<file path="src/rtl/fifo.sv">
// -----------------------------------------------------------------------------
// fifo: synchronous single-clock byte FIFO. It is the transmit buffer that sits
// in front of the UART transmitter.
//
// The producer and the transmitter drive level strobes. These strobes may stay
// high for many cycles, so only the rising edge of each strobe is acted on.
// A pop places the head word on data_out, which is a register. data_out keeps
// that value until the next accepted pop.
//
// Parameters
//   DATA_WIDTH : width of each stored word
//   ADDR_WIDTH : pointer width; depth = 2**ADDR_WIDTH
//
// Ports
//   clk      in   system clock; all logic runs on the rising edge
//   rst      in   synchronous, active-high reset
//   data_in  in   word stored on an accepted push
//   data_out out  registered; the last popped word
//   wr       in   push strobe; a rising edge requests one push
//   rd       in   pop strobe; a rising edge requests one pop
//   full     out  registered; high when the FIFO holds depth words
//   empty    out  registered; high when the FIFO holds no words
// -----------------------------------------------------------------------------
module fifo #(
    parameter int DATA_WIDTH = 8,
    parameter int ADDR_WIDTH = 4
) (
    input  logic                  clk,
    input  logic                  rst,
    input  logic [DATA_WIDTH-1:0] data_in,
    output logic [DATA_WIDTH-1:0] data_out,
    input  logic                  wr,
    input  logic                  rd,
    output logic                  full,
    output logic                  empty
);

    localparam int DEPTH = 2 ** ADDR_WIDTH;

    // The count needs one more bit than a pointer so that it can hold DEPTH.
    localparam logic [ADDR_WIDTH:0] COUNT_FULL = (ADDR_WIDTH + 1)'(DEPTH);

    logic                  wr_d;
    logic                  rd_d;
    logic                  push_req;
    logic                  pop_req;
    logic                  push_ok;
    logic                  pop_ok;
    logic [ADDR_WIDTH-1:0] wptr;
    logic [ADDR_WIDTH-1:0] rptr;
    logic [ADDR_WIDTH:0]   count;
    logic [ADDR_WIDTH:0]   count_next;
    logic [DATA_WIDTH-1:0] mem [DEPTH];

    // Strobe history. These registers keep sampling while reset is asserted.
    // A strobe that is still high when reset is released therefore looks
    // "already seen", and it raises no request until it falls and rises again.
    always_ff @(posedge clk) begin
        // NOTE: sequential state is assigned with <= so that every register
        // samples its pre-edge value, whatever the order of the statements.
        wr_d <= wr;
        rd_d <= rd;
    end

    // Request qualification and next-count computation.
    always_comb begin
        // NOTE: every signal driven here gets a default first, so that no
        // path through the block leaves a value unassigned and infers a latch.
        push_req   = 1'b0;
        pop_req    = 1'b0;
        pop_ok     = 1'b0;
        push_ok    = 1'b0;
        count_next = count;

        push_req = wr & ~wr_d;
        pop_req  = rd & ~rd_d;

        // Requests that arrive in the reset cycle are dropped.
        pop_ok  = pop_req & ~empty & ~rst;

        // A full FIFO can still accept a push when a pop happens in the same
        // cycle. The pop frees the head slot, and the write pointer points at
        // that slot. The read uses the old contents because mem is read
        // before the edge on which it is written.
        push_ok = push_req & (~full | pop_ok) & ~rst;

        unique case ({push_ok, pop_ok})
            2'b10:   count_next = count + 1'b1;
            2'b01:   count_next = count - 1'b1;
            default: count_next = count;
        endcase
    end

    // Storage array.
    always_ff @(posedge clk) begin
        // NOTE: the memory has no reset. Its contents are don't-care after
        // reset because the pointers and the count define what is valid.
        // Leaving it unreset lets it map onto RAM primitives.
        if (push_ok) begin
            mem[wptr] <= data_in;
        end
    end

    // Pointers, count, output register and status flags.
    always_ff @(posedge clk) begin
        if (rst) begin
            wptr     <= '0;
            rptr     <= '0;
            count    <= '0;
            data_out <= '0;
            full     <= 1'b0;
            empty    <= 1'b1;
        end else begin
            // The pointers wrap by natural ADDR_WIDTH-bit rollover.
            if (push_ok) begin
                wptr <= wptr + 1'b1;
            end
            if (pop_ok) begin
                data_out <= mem[rptr];
                rptr     <= rptr + 1'b1;
            end
            count <= count_next;
            // The flags are registered from the next count. They are
            // therefore valid on the cycle after the operation that changed
            // the count.
            full  <= (count_next == COUNT_FULL);
            empty <= (count_next == '0);
        end
    end

endmodule

</file>
<file path="config.mk">
export PLATFORM = sky130hd
export DESIGN_NAME = fifo
export DESIGN_NICKNAME = d
export VERILOG_FILES = /design/src/rtl/fifo.sv
export SDC_FILE = /design/constraint.sdc
export NUM_CORES = 1
export LEC_CHECK = 0
export ABC_AREA = 1
export CORE_AREA = 3 3 164 166
export CTS_CLUSTER_SIZE = 8
export DETAILED_ROUTE_END_ITERATION = 7
export DIE_AREA = 0 0 167 169
export GPL_ROUTABILITY_DRIVEN = 0
export GPL_TIMING_DRIVEN = 1
export SLEW_MARGIN = 20
export SYNTH_ARGS = -nofsm -noshare
export SYNTH_HDL_FRONTEND = slang
export SYNTH_SLANG_ARGS = --single-unit
export TNS_END_PERCENT = 5
</file>
<file path="constraint.sdc">
create_clock -name clk -period 2.6 [get_ports clk]
set_clock_uncertainty 0.05 [all_clocks]
set_input_delay 0.26 -clock clk [delete_from_list [all_inputs] [get_ports clk]]
set_output_delay 0.26 -clock clk [all_outputs]
set_load 0.02 [all_outputs]
</file>
# --- Word-level counts from Yosys, hierarchy flattened ---
# Memories as Yosys holds them, arrays and structs flattened. A register that Yosys moved wholly into a read port is not among the register bits.
# Cells that the tools add are included.
op_classes:
  add_sub_neg: 4
  eq_ne: 3
  mux: 3
  n_bitwise: 12
  reduce_logical: 1
op_table:
  columns: ["op", "count"]
  rows:
  - ["case mux 5 bit (2 select lines)", 1]
  - ["adder 4 x 1 -> 4 bit (second input constant)", 2]
  - ["bitwise AND 1 bit", 6]
  - ["adder 5 x 1 -> 5 bit (second input constant)", 1]
  - ["== test 5 bit (second input constant)", 1]
  - ["logical NOT 5 bit", 1]
  - ["inverter 1 bit", 5]
  - ["subtractor 5 x 1 -> 5 bit (second input constant)", 1]
  - ["== test 2 x 1 -> 1 bit (second input constant)", 1]
  - ["== test 2 bit (second input constant)", 1]
  - ["2-to-1 mux 1 bit", 2]
  - ["OR 1 bit", 1]
word_totals:
  regBits: 17
  ram_bits: 128
  input_bits: 12
  out_inout_bits: 10
  word_cells: 31
  n_memories: 1
mem_list:
  columns: ["memory", "words", "word_bits", "rd", "rd_clocked_by_memory_dff", "write_ports", "line_no", "text"]
  rows:
  - ["mem", 16, 8, 1, 1, 1, "53", "logic [DATA_WIDTH-1:0] mem [DEPTH];"]

# --- Longest topological paths before layout ---
# Gate-level depths: netlist (run 1).
logic_depth:
  word_depth: 10
  ltp_mapped: 20
  mapped_depth_nobuf: 18

# --- Worst setup path after synthesis (run 1) ---
# OpenSTA, ideal clock, no wires.
synth_timing:
  path_kind: "input to register"
  start: "in rst"
  end: "reg empty"
  setup_time_ns: 0.070
  t_arrival_ns: 2.227
  setup_slack_ns: 0.252
  stages: 16
  cell_sequence: "buf_2 > inv_2 > nand3_2 > nand2_1 > nand3_1 > buf_2 > ha_1 > nand2_1 > inv_1 > nor2_1 > ha_1 > o21ai_0 > nand2_1 > nor2_1 > nand3_1 > o21bai_1"
synth_between:
  elab_chain_cells: 8
synth_lines:
  columns: ["item", "line_no", "text"]
  rows:
  - ["start: declaration", "29", "input logic rst,"]
  - ["inverter 1 bit", "79, 85", null]
  - ["bitwise AND 1 bit", "79", "pop_ok = pop_req & ~empty & ~rst;"]
  - ["OR 1 bit", "85", "push_ok = push_req & (~full | pop_ok) & ~rst;"]
  - ["bitwise AND 1 bit (2 in series)", "85", null]
  - ["== test 2 x 1 -> 1 bit / == test 2 bit (equally long branches)", "87", "unique case ({push_ok, pop_ok})"]
  - ["case mux 5 bit (2 select lines)", "87", null]
  - ["logical NOT 5 bit", "127", "empty <= (count_next == '0);"]
  - ["end signal: assignment", "127", null]
  - ["end: declaration", "35", "output logic empty"]
# Several ways; a longest one is shown, not always the timed one.
# A chain may end at the register's enable or synchronous reset.

# --- Worst setup path after layout (run 1) ---
layout_timing:
  start: "reg empty"
  end: "reg empty"
layout_between:
  elab_chain_cells: 9
layout_lines:
  columns: ["item", "line_no"]
  rows:
  - ["inverter 1 bit *", "79"]
  - ["bitwise AND 1 bit * (2 in series)", "79"]
  - ["OR 1 bit", "85"]
  - ["bitwise AND 1 bit (2 in series)", "85"]
  - ["== test 2 x 1 -> 1 bit / == test 2 bit (equally long branches)", "87"]
  - ["case mux 5 bit (2 select lines) *", "87"]
  - ["logical NOT 5 bit *", "127"]
# Every way passes the cells marked *; elsewhere a longest branch is shown, timed or not.

==> results.py, run 1 <==
metrics = {
    "outcome": {
        "run_status": "finished clean",
    },
    "detailed_routing": {
        "drt-pass1-iter-count": 4,
        "routed_wl_mm": 14.2,
        "vias": 4190,
        "drc": 0,
        "drt-vias-per-instance": 4.40,
        "ant_nets": 0,
        "drt_first_iter_violations": 359,
        "routedWlPerCell_um": 14.9,
    },
    "power_and_ir_drop": {
        "p_seq_frac": 0.505,
        "powerDensity_nw_per_um2": 697,
        "switching_share": 0.215,
        "combPwrFrac": 0.047,
        "vdd_ir_drop_max_v": 0.000384,
        "power_switching_mw": 1.14,
        "pwr-share-clk": 0.447,
        "p_leak_nw": 2.67,
        "p_int_mw": 4.18,
        "power.total_mw": 5.32,
    },
    "logic_synthesis": {
        "synth_area_um2": 6350,
        "synth_cell_type_count": 24,
        "synthMuxAreaShare": 0,
        "ys_ff_latch": 153,
        "syn_avg_cell_area_um2": 11.3,
        "synth_flop_cell": "edfxtp_1",
        "synth-async-reset-ratio": 0,
        "synth_area_leaders": "edfxtp_1, dfxtp_1, nor2_1",
        "synth_warnings": 0,
        "syn_inst": 563,
        "synth_compound_area_frac": 0.104,
        "ys_seq_area_frac": 0.684,
        "synth_xor_area_frac": 0.00276,
        "synth_nets": 583,
        "synth_fa_ha_area_frac": 0.0158,
        "yosys.area.top_type": "edfxtp_1",
        "synth_edf_count": 128,
        "synth_top_area_frac": 0.605,
        "synthSimpleGateAreaFrac": 0.144,
        "synth_top_family_by_area": "simple AND/OR/NAND/NOR gates",
    },
    "sta": {
        "period_needed_ns": 2.20,
        "hold_violations": 0,
        "max_freq_mhz": 454,
        "setup_viol": 0,
        "worst-slew-pin-transition_ns": 0.724,
        "setup_ws_ns": 0.399,
        "hold_ws_ns": 0.288,
        "tns_ns": 0,
        "fin_crit_sh": 0.847,
        "slew_viol_final": 0,
        "rsz0062_at_grt": "false",
        "max_slew_margin": 0.516,
    },
    "finish": {
        "area_growth_syn_to_layout_pct": 20.2,
        "finalInstanceArea_um2": 7640,
        "n_fill_cell": 2600,
        "instances_no_fill": 952,
        "drive_gt1_frac": 0.109,
        "multi_input_area_um2": 1690,
        "utilization": 0.296,
        "nets": 624,
        "seq_area_um2": 4350,
        "antennaDiodeCount": 0,
    },
    "clock_network": {
        "cts_made_buffers": 17,
        "cts_num_sinks": 153,
        "cts.repair.resized": 0,
        "clkSlewWorstSetupHoldPaths_ns": 0.06,
        "h-tree-depth": 4,
        "clockBufferDepth": 2,
        "postCtsSetupRepairBufs": 0,
        "clock_latency_ns": 0.43,
        "hold_buffers": 0,
        "tritoncts": "yes",
        "root_buffer": "clkbuf_16",
    },
    "place": {
        "dp_slack_ns": -0.0133,
        "portBuffers": 21,
        "hpwlAfterDp_mm": 8.89,
        "dp.cells": 920,
        "dpl-instance-area_um2": 7060,
    },
    "die": {
        "std_cell_rows": 59,
        "die_w_um": 167,
        "fp.dieH_um": 169,
        "start_util": 0.247,
        "io-pin-count": 22,
        "core_area_um2": 25800,
        "die_area_um2": 28200,
    },
    "worst_setup_path": {
        "crit_path_max_fanout": 3,
        "crit_arrival_ns": 2.50,
        "path_class": "flop to flop",
        "required_ns": 2.90,
        "start_kind": "flop",
        "endpoint_kind": "flop",
    },
    "grt": {
        "overflow": 0,
        "grt_use_total": 0.104,
        "grt_pass1_wl_mm": 22.7,
        "grt_pass1_vias": 4112,
        "grt_max_degree": 67,
        "antenna_found_initial": 0,
    },
    "min_path": {
        "hp-class": "input pin to flop",
    },
    "job": {
        "drv_cap": 0,
    },
}
cell usage after synthesis, drive strengths merged, types with 9 or more instances:
| cell type | instances |
|---|---|
| dfxtp | 25 |
| edfxtp | 128 |
| o21ai | 72 |
| nor2 | 111 |
| inv | 32 |
| a21oi | 9 |
| o211ai | 32 |
| nand3 | 38 |
| buf | 22 |
| nor3 | 15 |
| nand2 | 55 |
routing by layer:
layer	part of all wire	global-route usage	up-vias	wire, um
li1	-	-	2069	-
met2	0.51	0.181	66	7320
met3	0.040	0.0220	17	575
met4	0.018	0.0412	0	254
met5	0	0	-	0
met1	0.43	0.128	2038	6070
path summary, 6_finish.rpt:
check	slack (ns)	start	depth (start not counted)	endpoint
max	0.40	empty	14	empty
min	0.29	rd	1	rd_d
max reg2reg	0.40	empty	14	empty
min reg2reg	0.47	count[3]	2	count[3]
area by class of cell:
class	instances	area share
clock inverters	14	0.0190
repair buffers	52	0.0629
flip-flops and latches	153	0.569
multi-input cells	346	0.221
inverters	34	0.0167
well taps	335	0.0549
clock buffers	18	0.0562
critical path, cell delays in order (launching register included):
cell and delay (ns):
dfxtp_1 0.31, nor2_1 0.11, nand3_2 0.09, nand2_1 0.08
nand3_1 0.09, ha_1 0.24, nand2_1 0.09, inv_1 0.05
nor2_1 0.14, ha_1 0.25, o21ai_0 0.21, nand2_1 0.08
nor2_1 0.11, nand3_1 0.10, o21bai_1 0.12
power by group through the flow:
stage	combinational (mW)	sequential, mW	clock (mW)
after global routing	0.283	2.69	2.54
after global placement	0.254	2.74	0
after detailed placement	0.256	2.74	0
final	0.252	2.69	2.38
after CTS	0.257	2.69	2.43
after floorplan	0.128	2.75	0
registers in the layout, summed over array words and instances (netlist names):
name	cells
rptr	4
empty	1
data_out	8
wptr	4
wr_d	1
mem	128
rd_d	1
count	5
full	1
cell families (layout without fill, tap and decap cells):
kind of cell    count (synthesis)  after routing
simple gates                  222            222
flops                         153            153
compound gates                114            114
buf+inv                        64            118
fa+ha+maj                       8              8
xor+xnor                        2              2
layout by cell type, fill, tap and decap left out, types with 18 or more instances in the layout:
| cell | instances |
|---|---|
| edfxtp_1 | 128 |
| nand2_1 | 55 |
| nand3_1 | 37 |
| dfxtp_1 | 23 |
| buf_4 | 28 |
| o21ai_0 | 52 |
| o21ai_1 | 18 |
| o211ai_1 | 32 |
| nor2_1 | 111 |
| inv_1 | 30 |
| clkdlybuf4s50_1 | 21 |
No activity file was read; power rests on OpenSTA's default activity.
==> inputs of run 2 (changes only) <==
==> constraint.sdc (replaced) <==
create_clock -name clk -period 1.8 [get_ports clk]
set_clock_uncertainty 0.05 [all_clocks]
set_input_delay 0.18 -clock clk [delete_from_list [all_inputs] [get_ports clk]]
set_output_delay 0.18 -clock clk [all_outputs]
set_load 0.02 [all_outputs]
==> run 2 against run 1 <==
Effect of this change: wire length increased by 4.9%; global-route usage increased by 0.14 points; power increased by 43%; the flow now finishes with violations (setup timing); worst hold slack got worse by 0.077 ns; sequential power increased by 45%; maximum frequency increased by 8.7%; final cell count increased by 3.2%; via count increased by 3.2%; cell area increased by 5.7%; sequential share of layout area decreased by 3.0 points; core utilization increased by 1.7 points.
==> results.py, run 2 (same netlist as run 1, synthesis figures left out) <==
metrics = {
    "die": {
        "start_util": 0.247,
        "die_w_um": 167,
        "die_area_um2": 28200,
        "io-pin-count": 22,
        "fp.dieH_um": 169,
        "core_area_um2": 25800,
        "std_cell_rows": 59,
    },
    "sta": {
        "max_slew_margin": 0.591,
        "rsz0062_at_grt": "true",
        "fin_crit_sh": 1.13,
        "setup_ws_ns": -0.226,
        "setup_viol": 13,
        "worst-slew-pin-transition_ns": 0.612,
        "hold_violations": 0,
        "slew_viol_final": 0,
        "period_needed_ns": 2.03,
        "max_freq_mhz": 494,
    },
    "finish": {
        "top_register": "mem",
        "finalInstanceArea_um2": 8080,
        "antennaDiodeCount": 0,
        "instances_no_fill": 982,
        "area_growth_syn_to_layout_pct": 27.1,
        "largest_reg_flops": 128,
        "nets": 654,
        "drive_gt1_frac": 0.206,
        "final_common_cell": "edfxtp_1",
        "layout_common_cells": "edfxtp_1, nor2_1, buf_4",
        "top_regs": "mem (128), data_out (8), count (5)",
        "utilization": 0.313,
    },
    "power_and_ir_drop": {
        "pwr-share-clk": 0.430,
        "vdd_ir_drop_max_v": 0.000494,
        "p_seq_frac": 0.512,
        "power_switching_mw": 1.77,
        "combPwrFrac": 0.057,
        "p_int_mw": 5.83,
        "p_leak_nw": 2.83,
        "powerDensity_nw_per_um2": 941,
        "switching_share": 0.233,
    },
    "outcome": {
        "violations": "setup timing",
        "run_status": "finished with violations",
    },
    "detailed_routing": {
        "vias": 4324,
        "ant_nets": 0,
        "drt-pass1-iter-count": 7,
        "drt_first_iter_violations": 363,
        "routedWlPerCell_um": 15.2,
        "routed_wl_mm": 14.9,
        "drt-vias-per-instance": 4.40,
        "drc": 0,
    },
    "worst_setup_path": {
        "required_ns": 2.10,
        "path_class": "flop to flop",
        "crit_arrival_ns": 2.32,
        "endpoint_kind": "flop",
        "crit_path_max_fanout": 3,
        "start_kind": "flop",
    },
    "clock_network": {
        "root_buffer": "clkbuf_16",
        "hold_buffers": 0,
        "clkSlewWorstSetupHoldPaths_ns": 0.06,
        "h-tree-depth": 4,
        "tritoncts": "yes",
        "clockBufferDepth": 2,
        "cts_made_buffers": 17,
        "cts_num_sinks": 153,
        "clock_latency_ns": 0.42,
    },
    "job": {
        "drv_cap": 0,
    },
    "place": {
        "dpl-instance-area_um2": 7350,
        "hpwlAfterDp_mm": 9.45,
        "portBuffers": 21,
        "dp.cells": 947,
    },
    "min_path": {
        "hp-class": "input pin to flop",
    },
    "grt": {
        "antenna_found_initial": 0,
        "overflow": 0,
        "grt_max_degree": 37,
        "grt_use_total": 0.106,
        "grt_pass1_wl_mm": 23.1,
        "grt_pass1_vias": 4194,
    },
}
[run 2: cell types whose count changed in the layout (fill, tap and decap cells not counted), moves of 4 or more]
cell     delta
nor2_1      -7
buf_4      +23
nand3_1     -4
buf_12      +4
inv_1       -4
nor2_4      +5
nand2_2     +4
nand2_1     -6
nor3_1      -7
nor3_2      +7
[run 2: path summary, 6_finish.rpt]
| check | startpoint | endpoint | slack, ns | depth (start not counted) |
|---|---|---|---|---|
| setup reg to reg | empty | empty | -0.23 | 14 |
| hold reg to reg | rptr[2] | rptr[2] | 0.42 | 2 |
| hold / removal | rd | rd_d | 0.21 | 1 |
| setup / recovery | empty | empty | -0.23 | 14 |
[run 2: area by class of cell]
type                       instances  area (um^2)
inverter                          34          133
multi-input combinational        346         1860
fill                            2535        17700
timing repair buffer              82          767
sequential                       153         4350
clock buffer                      18          429
clock inverter                    14          118
tap                              335          419
[run 2: power groups by stage]
stage | combinational, mW | sequential [mW] | clock, mW
final | 0.435 | 3.89 | 3.27
after global routing | 0.480 | 3.90 | 3.46
after CTS | 0.432 | 3.89 | 3.34
after detailed placement | 0.422 | 3.97 | 0
after global placement | 0.417 | 3.97 | 0
after floorplan | 0.196 | 3.98 | 0
[run 2: metal layers]
metal	vias up	global-route usage	wire, um
met5	-	0	0
met4	0	0.0448	369
met3	21	0.0227	454
met2	63	0.190	7870
met1	2109	0.123	6220
li1	2131	-	-
[run 2: worst max-delay path, stage by stage (launching register included)]
cell,delay (ns)
dfxtp_4,0.35
nor2_4,0.08
nand3_2,0.09
nand2_2,0.10
nand3_4,0.08
ha_4,0.20
nand2_4,0.07
inv_4,0.04
nor2_4,0.12
ha_4,0.21
o21ai_2,0.13
nand2_1,0.07
nor2_1,0.15
nand3_2,0.08
o21bai_1,0.14
[run 2: metrics by stage]
stage	TNS (ns)	power, mW	setup slack [ns]	hold slack (ns)
after floorplan	-10.65	4.17	-0.276	0.158
after global placement	-38.58	4.38	-0.540	0.415
after detailed placement	-47.08	4.39	-0.642	0.417
after CTS	-1.76	7.66	-0.244	0.192
after global routing	-3.07	7.84	-0.412	0.217
final	-0.985	7.60	-0.226	0.211
[run 2: repair_timing]
item	4_1_cts	5_1_grt
pin swaps	8	11
setup endpoints to repair	38	105
buffers inserted	1	2
resized for setup	15	26
cloned	0	0
endpoints found under the hold margin	0	0
